File: src/rtl/ctrl_word_sequencer.sv
`default_nettype none
// ============================================================================
// Module      : ctrl_word_sequencer
// Description : Reads precomputed control words from the instruction BRAM and
//               drives them onto the LUD datapath control bus. Each stored
//               word is {rep, ctrl}. The ctrl part is held for 1+rep cycles.
//               A word with ctrl[0] set, or the last programmed word, ends
//               the run.
// Ports       : CLK_100     - system clock, rising edge
//               RST         - asynchronous active-high reset
//               start       - run request, sampled only while idle
//               prog_len    - number of words to issue (latched on start)
//               abort       - stop the run at the next edge, no done pulse
//               imem_addr   - instruction BRAM address
//               imem_en     - instruction BRAM read enable (1-cycle latency)
//               imem_dout   - instruction BRAM read data {rep, ctrl}
//               CTRL_Signal - registered control word (0 = NOP)
//               busy        - high from start acceptance until run end
//               done        - one-cycle pulse on normal completion
//               issued_cnt  - words whose hold has completed in this run
// Revision    : 1.0 - initial release
// ============================================================================
module ctrl_word_sequencer #(
    parameter int CTRL_WIDTH      = 72,
    parameter int IMEM_ADDR_WIDTH = 12,
    parameter int REP_WIDTH       = 8
) (
    input  logic                            CLK_100,
    input  logic                            RST,
    input  logic                            start,
    input  logic [IMEM_ADDR_WIDTH:0]        prog_len,
    input  logic                            abort,
    output logic [IMEM_ADDR_WIDTH-1:0]      imem_addr,
    output logic                            imem_en,
    input  logic [CTRL_WIDTH+REP_WIDTH-1:0] imem_dout,
    output logic [CTRL_WIDTH-1:0]           CTRL_Signal,
    output logic                            busy,
    output logic                            done,
    output logic [IMEM_ADDR_WIDTH:0]        issued_cnt
);

    localparam logic [1:0] c_idle  = 2'd0;
    localparam logic [1:0] c_fetch = 2'd1;
    localparam logic [1:0] c_run   = 2'd2;

    localparam logic [IMEM_ADDR_WIDTH:0]   c_cnt_zero = '0;
    localparam logic [IMEM_ADDR_WIDTH:0]   c_cnt_one  = 1;
    localparam logic [IMEM_ADDR_WIDTH:0]   c_cnt_two  = 2;
    localparam logic [IMEM_ADDR_WIDTH-1:0] c_addr_one = 1;
    localparam logic [REP_WIDTH-1:0]       c_rep_zero = '0;
    localparam logic [REP_WIDTH-1:0]       c_rep_one  = 1;

    logic [1:0]                 r_state;
    logic [IMEM_ADDR_WIDTH:0]   r_prog_len;
    logic [IMEM_ADDR_WIDTH:0]   r_issued_cnt;
    logic [REP_WIDTH-1:0]       r_hold;      // extra hold cycles still to go
    logic                       r_last;      // word on the bus ends the run
    logic                       r_first;     // no word has been loaded yet
    logic [IMEM_ADDR_WIDTH-1:0] r_imem_addr;
    logic                       r_imem_en;
    logic [CTRL_WIDTH-1:0]      r_ctrl;
    logic                       r_busy;
    logic                       r_done;

    logic [CTRL_WIDTH-1:0]      w_dout_ctrl;
    logic [REP_WIDTH-1:0]       w_dout_rep;
    logic [IMEM_ADDR_WIDTH:0]   w_load_idx;
    logic                       w_load_last;
    logic [IMEM_ADDR_WIDTH:0]   w_load_pf;
    logic                       w_load_pf_ok;
    logic [IMEM_ADDR_WIDTH:0]   w_hold_pf;
    logic                       w_hold_pf_ok;

    assign w_dout_ctrl = imem_dout[CTRL_WIDTH-1:0];
    assign w_dout_rep  = imem_dout[CTRL_WIDTH+REP_WIDTH-1:CTRL_WIDTH];

    // While word i is on the bus, r_issued_cnt == i. The word sitting on the
    // BRAM output is therefore i+1 (or 0 before the first load).
    assign w_load_idx  = r_first ? c_cnt_zero : (r_issued_cnt + c_cnt_one);
    assign w_load_last = w_dout_ctrl[0] || ((w_load_idx + c_cnt_one) == r_prog_len);

    // The BRAM must read word j+1 on the edge word j is loaded, so the read
    // for j+2 is enabled during the final hold cycle of word j. A word that
    // ends the run suppresses further reads so nothing beyond it is fetched.
    assign w_load_pf    = w_load_idx + c_cnt_two;
    assign w_load_pf_ok = !w_load_last && (w_load_pf < r_prog_len);
    assign w_hold_pf    = r_issued_cnt + c_cnt_two;
    assign w_hold_pf_ok = !r_last && (w_hold_pf < r_prog_len);

    always_ff @(posedge CLK_100 or posedge RST) begin
        if (RST) begin
            r_state      <= c_idle;
            r_prog_len   <= '0;
            r_issued_cnt <= '0;
            r_hold       <= '0;
            r_last       <= 1'b0;
            r_first      <= 1'b0;
            r_imem_addr  <= '0;
            r_imem_en    <= 1'b0;
            r_ctrl       <= '0;
            r_busy       <= 1'b0;
            r_done       <= 1'b0;
        end else begin
            r_done <= 1'b0;
            case (r_state)
                c_idle: begin
                    r_imem_en <= 1'b0;
                    if (start) begin
                        if (prog_len != c_cnt_zero) begin
                            r_prog_len   <= prog_len;
                            r_issued_cnt <= '0;
                            r_busy       <= 1'b1;
                            r_imem_addr  <= '0;
                            r_imem_en    <= 1'b1;
                            r_state      <= c_fetch;
                        end else begin
                            // Empty program completes at once without a run.
                            r_done <= 1'b1;
                        end
                    end
                end

                c_fetch: begin
                    if (abort) begin
                        r_ctrl    <= '0;
                        r_busy    <= 1'b0;
                        r_imem_en <= 1'b0;
                        r_state   <= c_idle;
                    end else begin
                        r_imem_addr <= c_addr_one;
                        r_imem_en   <= (r_prog_len > c_cnt_one);
                        r_hold      <= '0;
                        r_first     <= 1'b1;
                        r_state     <= c_run;
                    end
                end

                c_run: begin
                    if (abort) begin
                        r_ctrl    <= '0;
                        r_busy    <= 1'b0;
                        r_imem_en <= 1'b0;
                        r_state   <= c_idle;
                    end else if (r_hold != c_rep_zero) begin
                        r_hold <= r_hold - c_rep_one;
                        if (r_hold == c_rep_one) begin
                            r_imem_en   <= w_hold_pf_ok;
                            r_imem_addr <= w_hold_pf[IMEM_ADDR_WIDTH-1:0];
                        end else begin
                            r_imem_en <= 1'b0;
                        end
                    end else if (!r_first && r_last) begin
                        r_issued_cnt <= r_issued_cnt + c_cnt_one;
                        r_ctrl       <= '0;
                        r_busy       <= 1'b0;
                        r_done       <= 1'b1;
                        r_imem_en    <= 1'b0;
                        r_state      <= c_idle;
                    end else begin
                        if (!r_first) begin
                            r_issued_cnt <= r_issued_cnt + c_cnt_one;
                        end
                        r_first     <= 1'b0;
                        r_ctrl      <= w_dout_ctrl;
                        r_hold      <= w_dout_rep;
                        r_last      <= w_load_last;
                        r_imem_en   <= (w_dout_rep == c_rep_zero) && w_load_pf_ok;
                        r_imem_addr <= w_load_pf[IMEM_ADDR_WIDTH-1:0];
                    end
                end

                default: begin
                    r_ctrl    <= '0;
                    r_busy    <= 1'b0;
                    r_imem_en <= 1'b0;
                    r_state   <= c_idle;
                end
            endcase
        end
    end

    assign imem_addr   = r_imem_addr;
    assign imem_en     = r_imem_en;
    assign CTRL_Signal = r_ctrl;
    assign busy        = r_busy;
    assign done        = r_done;
    assign issued_cnt  = r_issued_cnt;

endmodule
`default_nettype wire
File: config.mk
export PLATFORM = sky130hd
export DESIGN_NAME = ctrl_word_sequencer
export DESIGN_NICKNAME = d
export VERILOG_FILES = /design/src/rtl/ctrl_word_sequencer.sv
export SDC_FILE = /design/constraint.sdc
export NUM_CORES = 1
export LEC_CHECK = 0
export BUFFER_PORTS_ARGS = -buffer_cell sky130_fd_sc_hd__buf_2
export CORE_UTILIZATION = 53
export CTS_CLUSTER_DIAMETER = 30
export DETAILED_ROUTE_END_ITERATION = 8
export PLACE_DENSITY = 0.86
export SLEW_MARGIN = 10
export SYNTH_ARGS = -nofsm -noshare
export SYNTH_HDL_FRONTEND = slang
export SYNTH_SLANG_ARGS = --single-unit
export TNS_END_PERCENT = 20
File: constraint.sdc
create_clock -name CLK_100 -period 4.9 [get_ports CLK_100]
set_clock_uncertainty 0.1 [all_clocks]
set_input_delay 0.245 -clock CLK_100 [delete_from_list [all_inputs] [get_ports CLK_100]]
set_output_delay 0.245 -clock CLK_100 [all_outputs]
set_load 0.02 [all_outputs]
==> results of run 1 <==
area by class of cell:
| class | instances | area (µm²) |
|---|---|---|
| multi-input combinational | 660 | 3890 |
| fill | 904 | 3480 |
| sequential | 125 | 3130 |
| timing repair buffer | 288 | 1890 |
| clock buffer | 18 | 429 |
| tap | 176 | 220 |
| clock inverter | 14 | 184 |
| inverter | 32 | 123 |
| antenna | 1 | 2.50 |
flip-flops by register name (all words and copies together), names as in the netlist:
register	count
CTRL_Signal	72
issued_cnt	13
r_prog_len	13
imem_addr	12
r_hold	8
r_state	2
busy	1
done	1
imem_en	1
r_first	1
r_last	1
worst max path at each step:
stage                endpoint  cells after the start
6_report              imem_en                     14
5_1_grt               imem_en                     14
4_1_cts               imem_en                     14
3_5_place_dp          imem_en                     14
3_3_place_gp          imem_en                     14
2_1_floorplan  CTRL_Signal[0]                      1
worst max-delay path: stages, from the launching register on:
cell,delay (ps)
dfrtp_1,650
ha_1,430
xnor2_1,160
nor2_1,220
ha_1,300
inv_1,60
a211oi_1,190
nor4b_2,550
nand3_1,190
xnor2_1,220
nor2_1,80
ha_1,310
nand4_1,100
or3_1,400
a41o_1,230
Yosys cell counts (all sizes together), types with 2 or more instances:
library cell	instances	area, µm²
a2111oi	3	33.8
or4	4	33.8
nor3	21	105
and3	4	25.0
nand3b	3	22.5
a21o	7	52.6
nand2	194	728
nand2b	10	62.6
a21oi	32	164
xor2	10	87.6
nand3	91	460
o211ai	4	30.0
nor4	12	75.1
o41ai	2	17.5
o21ai	47	235
mux2i	9	90.1
a31oi	4	25.0
a22o	2	17.5
xnor2	32	280
or2	3	18.8
o31ai	13	97.6
a31o	2	17.5
mux2	15	169
nor2b	9	56.3
inv	32	120
a21bo	2	20.0
clkbuf	40	150
or3	8	50.1
o22ai	6	37.5
buf	10	51.3
a211oi	7	52.6
nand4	9	56.3
dfrtp	125	3130
nor4b	3	32.5
ha	36	450
nor2	46	173
metal layers:
metal	global-route usage	wire length, µm
met2	0.594	12100
met5	0	0
met1	0.437	9250
met4	0.216	1420
met3	0.0881	2580
cells by family after synthesis:
group,count (synthesis),synth area share
xor gates and xnor gates,42,0.0503
DFF,125,0.428
and+or+nand+nor,420,0.263
buffers and inverters,82,0.0440
adders and majority gates,36,0.0616
AOI/OAI and AO/OA,138,0.118
muxes,24,0.0354
timing repair:
action                                  CTS  global route
resized for setup                         0             0
hold buffers                             83             1
endpoints found under the setup margin    0             0
endpoints found under the hold margin   160             1
metrics by stage:
stage / worst slack (ps) / total power, mW / util / cell area (µm²)
finish: 591 / 4.77 / 0.739 / 9870
global route: 246 / 5.00 / 0.739 / 9870
CTS: 632 / 4.66 / 0.738 / 9860
detailed placement: 711 / 3.29 / 0.630 / 8410
global placement: 853 / 3.23 / 0.630 / 8410
floorplan: 1230 / 2.70 / - / 7310
power breakdown:
part	switching, mW	leakage (nW)	internal, mW	total [mW]
Clock	0.523	0.286	0.811	1.33
Sequential	0.226	1.69	1.25	1.47
Combinational	1.31	3.05	0.650	1.96
Total	2.06	5.03	2.71	4.77
==> flow_summary.yaml, run 1 <==
status:
  status: "completed"
synth:
  async_flop_share: 1.00
  syn_nets: 1000
  synth_edf_count: 0
  netlist_area_um2: 7310
  yosysSeqAreaShare: 0.428
  synth-main-ff-cell: "dfrtp_1"
  syn_area_per_cell_um2: 8.43
  synthDistinctLibCells: 56
  synth_seq_cells: 125
  yosysWarnings: 0
  synth_cells: 867
route:
  vias: 7920
  antenna_left: 0
  viasPerCell: 6.03
  avgRoutedWirePerCell_um: 19.3
  wirelength_mm: 25.3
  remaining_drc_errors: 0
  firstDrtPassIters: 8
  initialDrtViolationCount: 803
die:
  num_io_pins: 197
  rows: 42
  fp.dieH_um: 119
  initial_utilization: 0.548
  die-area_um2: 14300
  core_area_um2: 13300
  die_width_um: 119
finish:
  drive_gt1_frac: 0.235
  final_common_cell: "buf_2"
  final_cells: 1314
  mostFrequentLayoutCells: "196 x buf_2, 194 x nand2_1, 125 x dfrtp_1"
  layout.nets: 1257
  syn2layout_area_growth_pct: 35.0
critical_path:
  rrSetupSlack_ps: 590
  worstSetupPathType: "register to register"
  cp-start-kind: "register"
  rr_endpoint: "imem_en"
  cp_max_fo: 17
  regToRegStartpoint: "issued_cnt[0]"
  cp_data_arrival_time_ps: 4520
  worstRegToRegCells: 14
  cp.required_ps: 5120
  cp-startpoint: "issued_cnt[0]"
  end_kind: "register"
sta:
  fmax_ghz: 0.232
  hold_viol_final: 0
  setup_viol: 0
  layout_min_cycle_time_ps: 4310
  maxSlewHeadroom: 0.356
  whs_ps: 14.8
  period_share: 0.879
  rsz0062_at_grt: "false"
  drv_slew: 0
  worst_slew_pin_slew_ps: 966
  tns_ps: 0
cts:
  cts_buffers: 17
  htree_levels: 4
  clk_pin_slew_ps: 70
  cts_tree: "built"
  clock_latency_ps: 430
  clkSinkCount: 125
  root_buffer: "clkbuf_16"
  clk_path_buf_depth: 2
  post_cts_buffers: 0
placement:
  placed_cells: 1197
  finalWeightedCongestion: 0.964
  numPortBuffers: 196
  hpwlAfterDp_mm: 15.5
min_path:
  hold-path-endpoint: "r_prog_len[9]"
  whs_path_depth: 2
  hold_class: "primary input to register"
  min_from: "prog_len[9]"
global_routing:
  grt_pass1_wl_mm: 40.4
  grt_max_degree: 80
  grt_antenna_before_repair: 1
  overflow: 0
  grt_use_total: 0.364
  grt_pass1_vias: 7940
power_and_ir_drop:
  peakVddDrop_uv: 307
  p_leak_nw: 5.03
  p_per_area_nw_per_um2: 484
run:
  drv_cap: 0
Power figures use the tool's default switching activity.
==> run 2, diff against run 1 <==
Settings changed: CORE_UTILIZATION 53 to 45, MAX_ROUTING_LAYER from default to met4, PLACE_DENSITY 0.86 to 0.76.
==> run 2 against run 1 <==
Effect of this change: wire length fell by 5.8%; global-route usage fell by 6.7 points; power fell by 2.2%; maximum frequency fell by 0.94%; non-clock buffer count rose by 4; sequential power barely moved; setup slack got worse by 41 ps.
==> flow_summary.yaml, run 2 (synthesis results as in run 1) <==
critical_path:
  rr_endpoint: "imem_en"
  worstRegToRegCells: 14
  cp_max_fo: 17
  critPathMaxStageDelay_ps: 670
  cp_data_arrival_time_ps: 4570
  regToRegStartpoint: "issued_cnt[0]"
  path_cells: "ha_1, xnor2_1, nor2_1, ha_1, inv_1, a211oi_1, nor4b_2, nand3_1, xnor2_1, nor2_1, ha_1, nand4_1, or3_1, a41o_1"
  cp-start-kind: "register"
  rrSetupSlack_ps: 550
  worstSetupPathType: "register to register"
  crit_top_cell: "ha_1"
  end_kind: "register"
  cp.required_ps: 5120
  slowest_stage: "dfrtp_1"
run:
  drv_cap: 0
sta:
  drv_slew: 0
  fmax_ghz: 0.230
  tns_ps: 0
  setup_viol: 0
  rsz0062_at_grt: "false"
  maxSlewHeadroom: 0.417
  period_share: 0.888
  layout_min_cycle_time_ps: 4350
  hold_viol_final: 0
  worst_slew_pin_slew_ps: 874
min_path:
  whs_path_depth: 3
  hold_class: "primary input to register"
  hold-path-endpoint: "r_hold[2]"
  min_from: "imem_dout[74]"
status:
  status: "completed"
cts:
  clock_latency_ps: 430
  cts-hold-fix-buffers: 86
  post_cts_buffers: 0
  cts_tree: "built"
  clkSinkCount: 125
  clk_pin_slew_ps: 70
  clk_path_buf_depth: 2
  root_buffer: "clkbuf_16"
  htree_levels: 4
  cts_resized: 0
  cts_buffers: 17
placement:
  hpwlAfterDp_mm: 15.2
  finalWeightedCongestion: 0.947
  numPortBuffers: 196
  placed_cell_area_um2: 8470
die:
  initial_utilization: 0.460
  fp.dieH_um: 129
  core_area_um2: 15900
  num_io_pins: 197
  die_width_um: 129
  die-area_um2: 16800
  rows: 46
finish:
  largest_reg_flops: 72
  multi_input_area_um2: 3890
  mostFrequentLayoutCells: "196 x buf_2, 194 x nand2_1, 125 x dfrtp_1"
  final_area_um2: 9920
  diodes: 0
  regArea_um2: 3130
  drive_gt1_frac: 0.237
  final_common_cell: "buf_2"
  layout.nets: 1261
  fillers: 1328
  syn2layout_area_growth_pct: 35.7
global_routing:
  grt_max_degree: 73
  grt_use_total: 0.297
  grt_antenna_before_repair: 0
  grt_pass1_vias: 6997
  grt_pass1_wl_mm: 36.6
  overflow: 0
route:
  wirelength_mm: 23.8
  avgRoutedWirePerCell_um: 17.6
  vias: 7547
  viasPerCell: 5.56
  remaining_drc_errors: 0
  initialDrtViolationCount: 694
  antenna_left: 0
  firstDrtPassIters: 5
power_and_ir_drop:
  p_leak_nw: 5.05
  peakVddDrop_uv: 324
  p_per_area_nw_per_um2: 470
## run 2: cell types whose count changed in the layout (fill, tap and decap cells not counted)
cell	before	now
inv_6	4	2
buf_4	7	10
dlygate4sd3_1	84	86
diode_2	1	0
bufinv_16	3	1
clkinv_4	2	4
clkinvlp_4	4	1
buf_12	1	0
clkbuf_1	1	0
inv_8	1	7
## run 2: per-stage QoR
step	instances	utilization	setup slack [ps]	hold WS [ps]	total power [mW]
6_report	1357	0.625	550	23.9	4.67
5_1_grt	1357	0.625	270	28.1	4.92
4_1_cts	1357	0.625	612	8.81	4.62
3_5_place_dp	1239	0.533	624	170	3.28
3_3_place_gp	1239	0.533	825	165	3.24
2_1_floorplan	867	-	1230	278	2.70
## run 2: cell type report
class	instances	area share
sequential	125	0.315
multi-input combinational	660	0.392
inverter	32	0.0124
clock inverter	15	0.0170
tap	216	0.0272
clock buffer	17	0.0429
timing repair buffer	292	0.193
## run 2: how the worst max path moves through the flow
stage | startpoint | end | slack [ps] | cells past startpoint
CTS | issued_cnt[0] | imem_en | 610 | 14
detailed placement | issued_cnt[0] | imem_en | 620 | 14
finish | issued_cnt[0] | imem_en | 550 | 14
global placement | issued_cnt[0] | imem_en | 830 | 14
global route | issued_cnt[0] | imem_en | 270 | 14
floorplan | RST | CTRL_Signal[0] | 1230 | 1
## run 2: report_power, final
group	internal [mW]	switching (mW)	total (mW)
clock network	0.727	0.559	1.29
registers	1.25	0.215	1.46
logic	0.640	1.28	1.92
total	2.61	2.05	4.67
## run 2: metal layers
| layer | global-route usage | share of wire | vias up |
|---|---|---|---|
| met1 | 0.370 | 0.41 | 3572 |
| li1 | - | - | 3520 |
| met5 | - | 0 | - |
| met2 | 0.461 | 0.48 | 375 |
| met3 | 0.0656 | 0.073 | 80 |
| met4 | 0.137 | 0.037 | 0 |
## run 2: worst max-delay path: cells and delay by family (launching register included)
kind,cells,cell delay [ps]
fa+ha+maj,3,1040
simple gates,6,1510
buf+inv,1,70
compound gates,2,430
flops,1,670
xor+xnor,2,410
